### src/rtl/calc_operand_entry.sv
// Calculator operand entry: accumulates keypad digits into two
// 4-digit binary operands and decodes operator/equals/clear keys.
module calc_operand_entry (
  input  logic        clk,
  input  logic        reset,
  input  logic        key_valid,
  input  logic [3:0]  key_code,
  input  logic        num1_en,
  input  logic        num2_en,
  output logic [13:0] op_a,
  output logic [13:0] op_b,
  output logic        operando_en,
  output logic [1:0]  que_operacion,
  output logic        igual_en,
  output logic        clr_pulse,
  output logic        ovf_pulse
);

  logic [13:0] a_q, a_d, b_q, b_d;
  logic [2:0]  ca_q, ca_d, cb_q, cb_d;
  logic [1:0]  op_q, op_d;
  logic        n1_q, n2_q;
  logic        opp_q, opp_d, eq_q, eq_d;
  logic        clr_q, clr_d, ovf_q, ovf_d;
  logic        is_dig, is_op, is_eq, is_clr;

  assign is_dig = key_valid && (key_code <= 4'd9);
  assign is_op  = key_valid &&
                  (key_code == 4'hA || key_code == 4'hB);
  assign is_eq  = key_valid && (key_code == 4'hC);
  assign is_clr = key_valid && (key_code == 4'hD);

  always_comb begin
    a_d   = a_q;
    b_d   = b_q;
    ca_d  = ca_q;
    cb_d  = cb_q;
    op_d  = op_q;
    opp_d = 1'b0;
    eq_d  = 1'b0;
    clr_d = 1'b0;
    ovf_d = 1'b0;
    // Entry-enable rising edges restart the operand before any key acts
    if (num1_en && !n1_q) begin
      a_d  = '0;
      ca_d = '0;
    end
    if (num2_en && !n2_q) begin
      b_d  = '0;
      cb_d = '0;
    end
    unique case (1'b1)
      is_dig: begin
        if (num1_en) begin
          if (ca_d < 3'd4) begin
            a_d  = (a_d << 3) + (a_d << 1) + {10'd0, key_code};
            ca_d = ca_d + 3'd1;
          end else begin
            ovf_d = 1'b1;
          end
        end else if (num2_en) begin
          if (cb_d < 3'd4) begin
            b_d  = (b_d << 3) + (b_d << 1) + {10'd0, key_code};
            cb_d = cb_d + 3'd1;
          end else begin
            ovf_d = 1'b1;
          end
        end
      end
      is_op: begin
        if (num1_en && ca_d != 3'd0) begin
          op_d  = key_code[0] ? 2'b10 : 2'b01;
          opp_d = 1'b1;
        end
      end
      is_eq: begin
        if (num2_en && cb_d != 3'd0)
          eq_d = 1'b1;
      end
      is_clr: begin
        a_d   = '0;
        b_d   = '0;
        ca_d  = '0;
        cb_d  = '0;
        op_d  = '0;
        clr_d = 1'b1;
      end
      default: ;
    endcase
  end

  always_ff @(posedge clk) begin
    if (reset) begin
      a_q   <= '0;
      b_q   <= '0;
      ca_q  <= '0;
      cb_q  <= '0;
      op_q  <= '0;
      n1_q  <= 1'b0;
      n2_q  <= 1'b0;
      opp_q <= 1'b0;
      eq_q  <= 1'b0;
      clr_q <= 1'b0;
      ovf_q <= 1'b0;
    end else begin
      a_q   <= a_d;
      b_q   <= b_d;
      ca_q  <= ca_d;
      cb_q  <= cb_d;
      op_q  <= op_d;
      n1_q  <= num1_en;
      n2_q  <= num2_en;
      opp_q <= opp_d;
      eq_q  <= eq_d;
      clr_q <= clr_d;
      ovf_q <= ovf_d;
    end
  end

  assign op_a          = a_q;
  assign op_b          = b_q;
  assign que_operacion = op_q;
  assign operando_en   = opp_q;
  assign igual_en      = eq_q;
  assign clr_pulse     = clr_q;
  assign ovf_pulse     = ovf_q;

endmodule

### config.mk
export PLATFORM = sky130hd
export DESIGN_NAME = calc_operand_entry
export DESIGN_NICKNAME = d
export VERILOG_FILES = /design/src/rtl/calc_operand_entry.sv
export SDC_FILE = /design/constraint.sdc
export NUM_CORES = 1
export LEC_CHECK = 0
export CAP_MARGIN = 20
export CORE_ASPECT_RATIO = 0.75
export CORE_MARGIN = 2
export CORE_UTILIZATION = 24
export CTS_BUF_LIST = sky130_fd_sc_hd__clkbuf_8 sky130_fd_sc_hd__clkbuf_16
export CTS_CLUSTER_SIZE = 24
export DETAILED_ROUTE_END_ITERATION = 16
export GPL_TIMING_DRIVEN = 1
export PLACE_DENSITY_LB_ADDON = 0.2
export SLEW_MARGIN = 0
export SYNTH_ARGS = -nofsm -noshare
export SYNTH_HDL_FRONTEND = slang
export SYNTH_SLANG_ARGS = --single-unit
export TNS_END_PERCENT = 50
### constraint.sdc
create_clock -name clk -period 3.6 [get_ports clk]
set_input_delay 0.36 -clock clk [delete_from_list [all_inputs] [get_ports clk]]
set_output_delay 0.36 -clock clk [all_outputs]
set_load 0.1 [all_outputs]
**After elaboration in Yosys (flattened, before gate mapping)**

Cells that the tools add are included.

- Flip-flop bits (word level): 42
- Input bits: 9
- Output and inout bits: 34
- Word-level logic and storage cells: 74

- Add/sub/neg operators: 6
- Order comparisons: 3
- Eq/ne operators: 5
- Muxes and demuxes: 28
- Bitwise gates (word level): 3
- Reduce and logical (&&, ||, !) cells: 18

Operators with widths:

| kind | number |
|---|---|
| $mux 14 | 7 |
| $pmux 14 s2 | 2 |
| $add 14x14->14 | 2 |
| $add 14x4->14 | 2 |
| $mux 3 | 7 |
| $eq 4x4->1 const B | 4 |
| $pmux 3 s2 | 2 |
| $logic_and 1x1->1 | 8 |
| $mux 1 | 7 |
| $add 3x1->3 const B | 2 |
| $lt 3x3->1 const B | 2 |
| $reduce_bool 3->1 | 2 |
| $reduce_or 2->1 | 3 |
| $le 4x4->1 const B | 1 |
| $mux 2 | 2 |
| $pmux 2 s2 | 1 |
| $not 1->1 | 3 |
| $logic_not 1->1 | 2 |
| $ne 2x1->1 const B | 1 |
| $reduce_and 2->1 | 1 |
| $reduce_bool 2->1 | 1 |
| $logic_or 1x1->1 | 1 |

**Longest topological paths before layout**

- Depth in word-level cells: 9
- Depth in mapped cells: 15
- Gate-level depth less buffers: 13

**Worst setup path after synthesis**

OpenSTA, ideal clock, no wires.

- Path type: reg-to-reg
- Start: register b_q[0] (netlist: op_b[0])
- End: register b_q[8] (netlist: op_b[8])
- Setup time: 0.122 ns
- Data arrival time: 3.041 ns
- Setup slack: 0.437 ns
- Stages on the path, launching flop included: 12
- Period minus slack after synthesis: 3.163 ns
- Path through: dfxtp_1 > nand2_1 > xnor2_1 > ha_1 > inv_1 > fa_1 > nand2b_1 > a21oi_1 > nor2_1 > o21bai_1 > nor4b_1 > a221o_1

- Word-level cells in the longest chain between the ends: 7

Ends and longest elaborated chain:

| what | RTL line | RTL |
|---|---|---|
| start: declaration | 19 | `logic [13:0] a_q, a_d, b_q, b_d;` |
| start signal: assignment | 95 | `b_q <= '0;` |
| start signal: assignment | 107 | `b_q <= b_d;` |
| $mux 14 | 48 | `if (num2_en && !n2_q) begin` |
| $add 14x14->14 | 63 | `b_d = (b_d << 3) + (b_d << 1) + {10'd0, key_code};` |
| $add 14x4->14 | 63 |  |
| $mux 14 | 62 | `if (cb_d < 3'd4) begin` |
| $mux 14 | 61 | `end else if (num2_en) begin` |
| $mux 14 | 54 | `if (num1_en) begin` |
| $pmux 14 s2 | 52 | `unique case (1'b1)` |

No other way between the ends.
A chain may end at the register's enable or synchronous reset.

**Final worst setup path**

- Start: input num2_en
- End: register b_q[10] (netlist: op_b[10])

- Word-level cells in the longest chain between the ends: 8
- Elaborated cells on any way between the ends: 10
- Classes of those cells: 2 x add/sub; 1 x order compare; 6 x mux; 1 x reduce/logical

Ends and longest elaborated chain:

| what | RTL line | RTL |
|---|---|---|
| start: declaration | 9 | `input logic num2_en,` |
| $logic_and 1x1->1 | 48 |  |
| $mux 14 | 48 |  |
| $add 14x14->14 | 63 |  |
| $add 14x4->14 | 63 |  |
| $mux 14 | 62 |  |
| $mux 14 | 61 |  |
| $mux 14 | 54 |  |
| $pmux 14 s2 * | 52 |  |

Mark *: on every way between the ends. The rest lies on a longest branch, timed or not.

==> flow_summary_export.csv <==
group,metric,value,unit
pwr,clockPowerShare,46.8,%
finish,final_cell_mix,"48 x ha_1, 44 x nand2_1, 42 x dfxtp_1, 42 x clkdlybuf4s50_1, 36 x a21oi_1",
drt,vias,2850,
drt,route.detailed.drc,0,
clocking,clkLatencyLatePin,0.29,ns
setup_path,r2r_start,"n2_q$_SDFF_PP0_",
job,cap_violations,0,
clocking,cts_tree,"done",
grt,grt-ovfl-total,0,
finish,layout-drive-gt1-share,6.68,%
setup_path,required,3.78,ns
clocking,clk_pin_slew,0.06,ns
sta,finalSetupTns,0,ns
synthesis,syn_area,0.00319,mm^2
setup_path,path_class,"in2reg",
grt,grt_pass1_wl,14.7,mm
hold_path,min_from,"op_b[13]$_SDFF_PP0_",
setup_path,setup.worst_path.end_class,"flop",
pwr,seqPwrFrac,41.9,%
setup_path,worstPathMaxFanout,7,
synthesis,ys_warn_count,0,
grt,grt_pass1_vias,2863,
floorplan,io_pins,43,
setup_path,arrival,3.36,ns
setup_path,startpoint_type,"input port",
clocking,cts_buffers,5,
sta,worst_pin_slew,0.983,ns
sta,layout_min_cycle_time,3.18,ns
sta,fmaxAchievable,315,MHz
synthesis,postSynthAreaPerCell,8.13,um^2
finish,fillers,1405,
pwr,power_density,283,mW/mm^2
synthesis,syn-num-nets,452,
synthesis,yosysSeqAreaShare,26.4,%
setup_path,crit_family,"adder cells",
pwr,p_sw_share,24.5,%
placed_design,place.gp.congestion,0.831,
grt,antenna_found_initial,0,
sta,finalWorstSetupSlack,0.422,ns
setup_path,r2r_end,"op_b[10]$_SDFF_PP0_",
setup_path,slowest_stage,"clkdlybuf4s50_1",
floorplan,rows,36,
setup_path,path_cells,"clkdlybuf4s50_1, nand2b_1, and2_1, ha_1, ha_1, inv_1, fa_1, nand2b_1, a21oi_1, nor2_1, o21ai_0, xor2_1, a22o_1",
synthesis,synth_edf_count,0,
finish,diodes,0,
floorplan,die_w,137,um
setup_path,rr_worst_depth,12,
pwr,totalPowerFinal,1130,uW
setup_path,critPathBufInv,2,
pwr,power.switching,277,uW
hold_path,hold_path.class,"reg2reg",
placed_design,pre_cts_ws,0.182,ns
status,status,"finished clean",
clocking,hold_buffers,0,
clocking,cts_sinks,42,
drt,detail_route.wl_per_cell,14.3,um
sta,setup_viol,0,
finish,final_nets,494,
clocking,clk_path_buf_depth,2,
synthesis,synth_seq_cells,42,
clocking,cts-root-buf,"clkbuf_16",
clocking,cts_resized,0,
finish,layout_commonest_cell,"ha_1",
synthesis,ys_types,55,
drt,wl,8.64,mm
clocking,cts_max_level,2,
hold_path,holdPathEnd,"op_b[13]$_SDFF_PP0_",
grt,grt_max_degree,30,
setup_path,critPathMaxStageDelay,0.49,ns
floorplan,die_height,104,um
placed_design,hpwlAfterDp,6.58,mm
finish,fin_util,30.7,%
sta,grt_setup_unrepaired,"no",
pwr,leakage,0.00171,uW
floorplan,initial_core_util,24.6,%
synthesis,ys.flop_type,"dfxtp_1",
floorplan,die-area,0.0142,mm^2
sta,hold_slack,0.460,ns
placed_design,io_buffers,42,
synthesis,syn_inst,392,
pwr,peakVddDrop,177,uV
drt,drt_iter0_markers,140,
finish,syn2layout_area_growth,24.9,%
clocking,post_cts_buffers,0,
hold_path,hold_depth,2,
sta,slew_viol_final,0,
floorplan,core,0.0130,mm^2
grt,track_usage,13.2,%
drt,drtAntennaViolNets,0,
synthesis,synthArstFlopShare,0,%
setup_path,reg2reg_slack,0.59,ns
sta,clock_skew,0.00975,ns
drt,firstDrtPassIters,4,
sta,slew_headroom,34.3,%
sta,finalHoldViolations,0,
pwr,p_int,852,uW
drt,viasPerCell,4.71,
sta,min_period_over_period,88.3,%
pwr,p_comb_share,11.3,%
==> worst max-delay path by stage <==
stage,from,to,cells after the start
2_1_floorplan,op_b[0]$_SDFF_PP0_,op_b[8]$_SDFF_PP0_,11
3_3_place_gp,num2_en,op_b[13]$_SDFF_PP0_,12
3_5_place_dp,num1_en,op_a[13]$_SDFF_PP0_,12
4_1_cts,num2_en,op_b[10]$_SDFF_PP0_,13
5_1_grt,num2_en,op_b[12]$_SDFF_PP0_,13
6_report,num2_en,op_b[10]$_SDFF_PP0_,13
==> final cells by class <==
type / instances / area [um^2] / area share, %
well taps: 171 / 214 / 5.37
repair buffers: 48 / 465 / 11.7
inverters: 19 / 71.3 / 1.79
clock buffers: 6 / 139 / 3.49
multi-input cells: 318 / 2220 / 55.8
flip-flops and latches: 42 / 841 / 21.1
clock inverters: 1 / 30.0 / 0.754
==> state kept, by name (all words and copies together), names as in the netlist <==
register       count
igual_en           1
ovf_pulse          1
clr_pulse          1
cb_q               3
operando_en        1
que_operacion      2
op_a              14
n1_q               1
n2_q               1
ca_q               3
op_b              14
==> synthesized netlist by cell type (all sizes together), types with 6 or more instances <==
library cell	instances	area, um^2
ha	48	601
nand2	47	184
dfxtp	42	841
a21oi	38	205
nand3	31	160
nor2	22	85.1
and2	21	133
inv	19	71.3
xnor2	15	131
o21ai	13	72.6
nor3	9	45.0
buf	8	35.0
nand2b	7	48.8
a31oi	6	37.5
==> kinds of logic (layout without fill, tap and decap cells) <==
group                    count (synthesis)  after routing  share of synthesized area, %
buffers and inverters                   32             74                          3.92
AND/OR/NAND/NOR                        161            161                          26.3
AO/OA/AOI/OAI                           86             86                          17.1
adder cells (fa/ha/maj)                 51             51                          20.7
XOR/XNOR                                19             19                          5.22
flip-flops                              42             42                          26.4
multiplexers                             1              1                         0.314
==> routing by layer <==
| metal | track usage (%) | wire length (um) | vias up | share of wire [%] |
|---|---|---|---|---|
| li1 | - | - | 1477 | - |
| met1 | 20.4 | 4770 | 1298 | 55 |
| met2 | 18.2 | 3250 | 66 | 38 |
| met4 | 3.76 | 135 | 0 | 1.6 |
| met5 | 0 | 0 | - | 0 |
| met3 | 2.59 | 491 | 9 | 5.7 |
==> worst register-to-register path, cell delays in order, from the launching register on <==
cell and delay, ns:
dfxtp_1 0.34, nand2b_1 0.29, nand2_1 0.17, xnor2_1 0.16, ha_1 0.31, inv_1 0.06
fa_1 0.44, nand2b_1 0.19, a21oi_1 0.29, nor2_1 0.10, o21ai_0 0.25, xor2_1 0.11
a22o_1 0.20
==> power by group through the flow <==
stage                     registers, uW  logic [uW]  clock network (uW)
after floorplan                     504        61.8                   0
after global placement              483         127                   0
after detailed placement            483         128                   0
after CTS                           472         128                 547
after global routing                473         141                 571
final                               473         128                 528
==> stage by stage <==
stage,std cells,area [um^2]
4_1_cts,605,3980
5_1_grt,605,3980
2_1_floorplan,392,3190
3_5_place_dp,598,3810
6_report,605,3980
3_3_place_gp,598,3810
No activity file was read; power rests on OpenSTA's default activity.
==> edit: new RTL, same settings <==
Take the reset off `a_q` and `b_q` and load them in a clocked block of their own.
--- a/src/rtl/calc_operand_entry.sv
+++ b/src/rtl/calc_operand_entry.sv
@@ -91,8 +91,6 @@
 
   always_ff @(posedge clk) begin
     if (reset) begin
-      a_q   <= '0;
-      b_q   <= '0;
       ca_q  <= '0;
       cb_q  <= '0;
       op_q  <= '0;
@@ -103,8 +101,6 @@
       clr_q <= 1'b0;
       ovf_q <= 1'b0;
     end else begin
-      a_q   <= a_d;
-      b_q   <= b_d;
       ca_q  <= ca_d;
       cb_q  <= cb_d;
       op_q  <= op_d;
@@ -117,6 +113,11 @@
     end
   end
 
+  always_ff @(posedge clk) begin
+    a_q <= a_d;
+    b_q <= b_d;
+  end
+
   assign op_a          = a_q;
   assign op_b          = b_q;
   assign que_operacion = op_q;
Function: changed (a bounded check fails within 4 cycles, from zero or initial values and one cycle with reset high).
==> edit against the original RTL <==
Sequential share of layout area up 0.94 points. Final area down 4.2%. Synthesized area down 4.0%. Critical path depth down 1. Wire length down 7.4%. Sequential cell count unchanged. Setup slack better by 14 ps. Largest cell class unchanged. Highest routed layer unchanged.
Power is not compared: it rests on default switching activity, and its combinational part moved more than twofold at a synthesized area within 25%.
==> edit: results (changes against the original RTL) <==
- The fill cell total of the finished layout is 1336 (-4.9%).
- The number of nets in the layout came to 465 (-5.9%).
- The met1 track utilization from global routing is 18.31% (-2.1 points).
- The sequential fraction of the synthesis area was 27.46% (+1.1 points).
- The worst hold path terminates at op_a[13]$_DFF_P_.
- The final worst-path cycle share is 87.91% (-0.38 points).
- The run finished with clean final reports.
- The number of global-route vias before repair is 2442 (-15%).
- The category of cells accounting for the largest share of critical-path delay is buffers and inverters.
- Ranked by instance count, the synthesized netlist is headed by ha_1 (48), nand2_1 (46), dfxtp_1 (42), nand3_1 (26), and2_1 (23).
- The finished layout cell area is 3814 um2 (-4.2%).
- The last weighted congestion value of the routability-driven placer was 0.7813 (-6.0%).
- Sorting the synthesized cells by area gives the leading types as dfxtp_1 (27%), ha_1 (20%), nand2_1 (5.6%), and2_1 (4.7%), nand3_1 (4.3%).
- The final hold slack is 465.9 ps (+5.597 ps).
- The global-route wire length before repair came to 12.83 mm (-13%).
- The first-iteration detailed-routing DRC count is 150 (+7.1%).
- The number of placed cells counting well taps is 564 (-5.7%).
- The slack of the worst reg-to-reg path is 650 ps (+60 ps).
- The share of post-route cells with drive strength above 1 is 6.158% (-0.52 points).
- The number of vias per cell came to 4.587 (-2.6%).
- The met3 usage in global routing is 1.538% (-1.1 points).
- The aggregate global-route resource usage was 11.84% (-1.4 points).
- The worst clock skew is 8.642 ps (-1.107 ps).
- The total nets after synthesis is 424 (-6.2%).
- The largest net degree at the start of global routing is 24 (-20%).
- The final max-slew violation count came to 0 (unchanged).
- The worst flop-to-flop path endpoint is op_b[10]$_DFF_P_.
- The number of distinct library cells after synthesis is 54 (-1.8%).
- The met1 routed wirelength after detailed routing was 4.387 mm (-8.0%).
- The mean area per synthesized cell is 8.411 um2 (+3.4%).
- The worst-case setup slack after placement is 198.7 ps (+16.25 ps).
- The worst hold path begins at op_a[13]$_DFF_P_.
- The relative slew slack came to 33.87% (-0.39 points).
- The met2 track utilization from global routing is 17.11% (-1.0 points).
- The routed wire length on met3 is 325 um (-34%).
- The worst path arrival time is 3320 ps (-40 ps).
- The maximum net fanout on the critical path is 16 (+9).
==> edit: cell families (layout without fill, tap and decap cells) <==
family	Yosys count	after routing	synth area share (%)
and+or+nand+nor	138	138	23.09
AOI/OAI and AO/OA	81	81	17.33
adders and majority gates	51	51	21.58
DFF	42	42	27.46
buffers and inverters	29	71	3.923
xor gates and xnor gates	22	22	6.293
muxes	1	1	0.3269
==> edit: final cells by class <==
cell class	count	area [um2]	share of cell area, %
clock inverters	3	25.02	0.6562
repair buffers	46	450.4	11.81
inverters	17	63.81	1.673
flip-flops and latches	42	840.8	22.05
well taps	166	207.7	5.446
multi-input cells	293	2101	55.09
clock buffers	5	125.1	3.281
==> edit: power by group <==
| part | total, W | internal, W | switching (W) |
|---|---|---|---|
| registers | 0.000491 | 0.000481 | 0.00000984 |
| logic | 0.000294 | 0.0000865 | 0.000207 |
| clock network | 0.000463 | 0.000261 | 0.000202 |
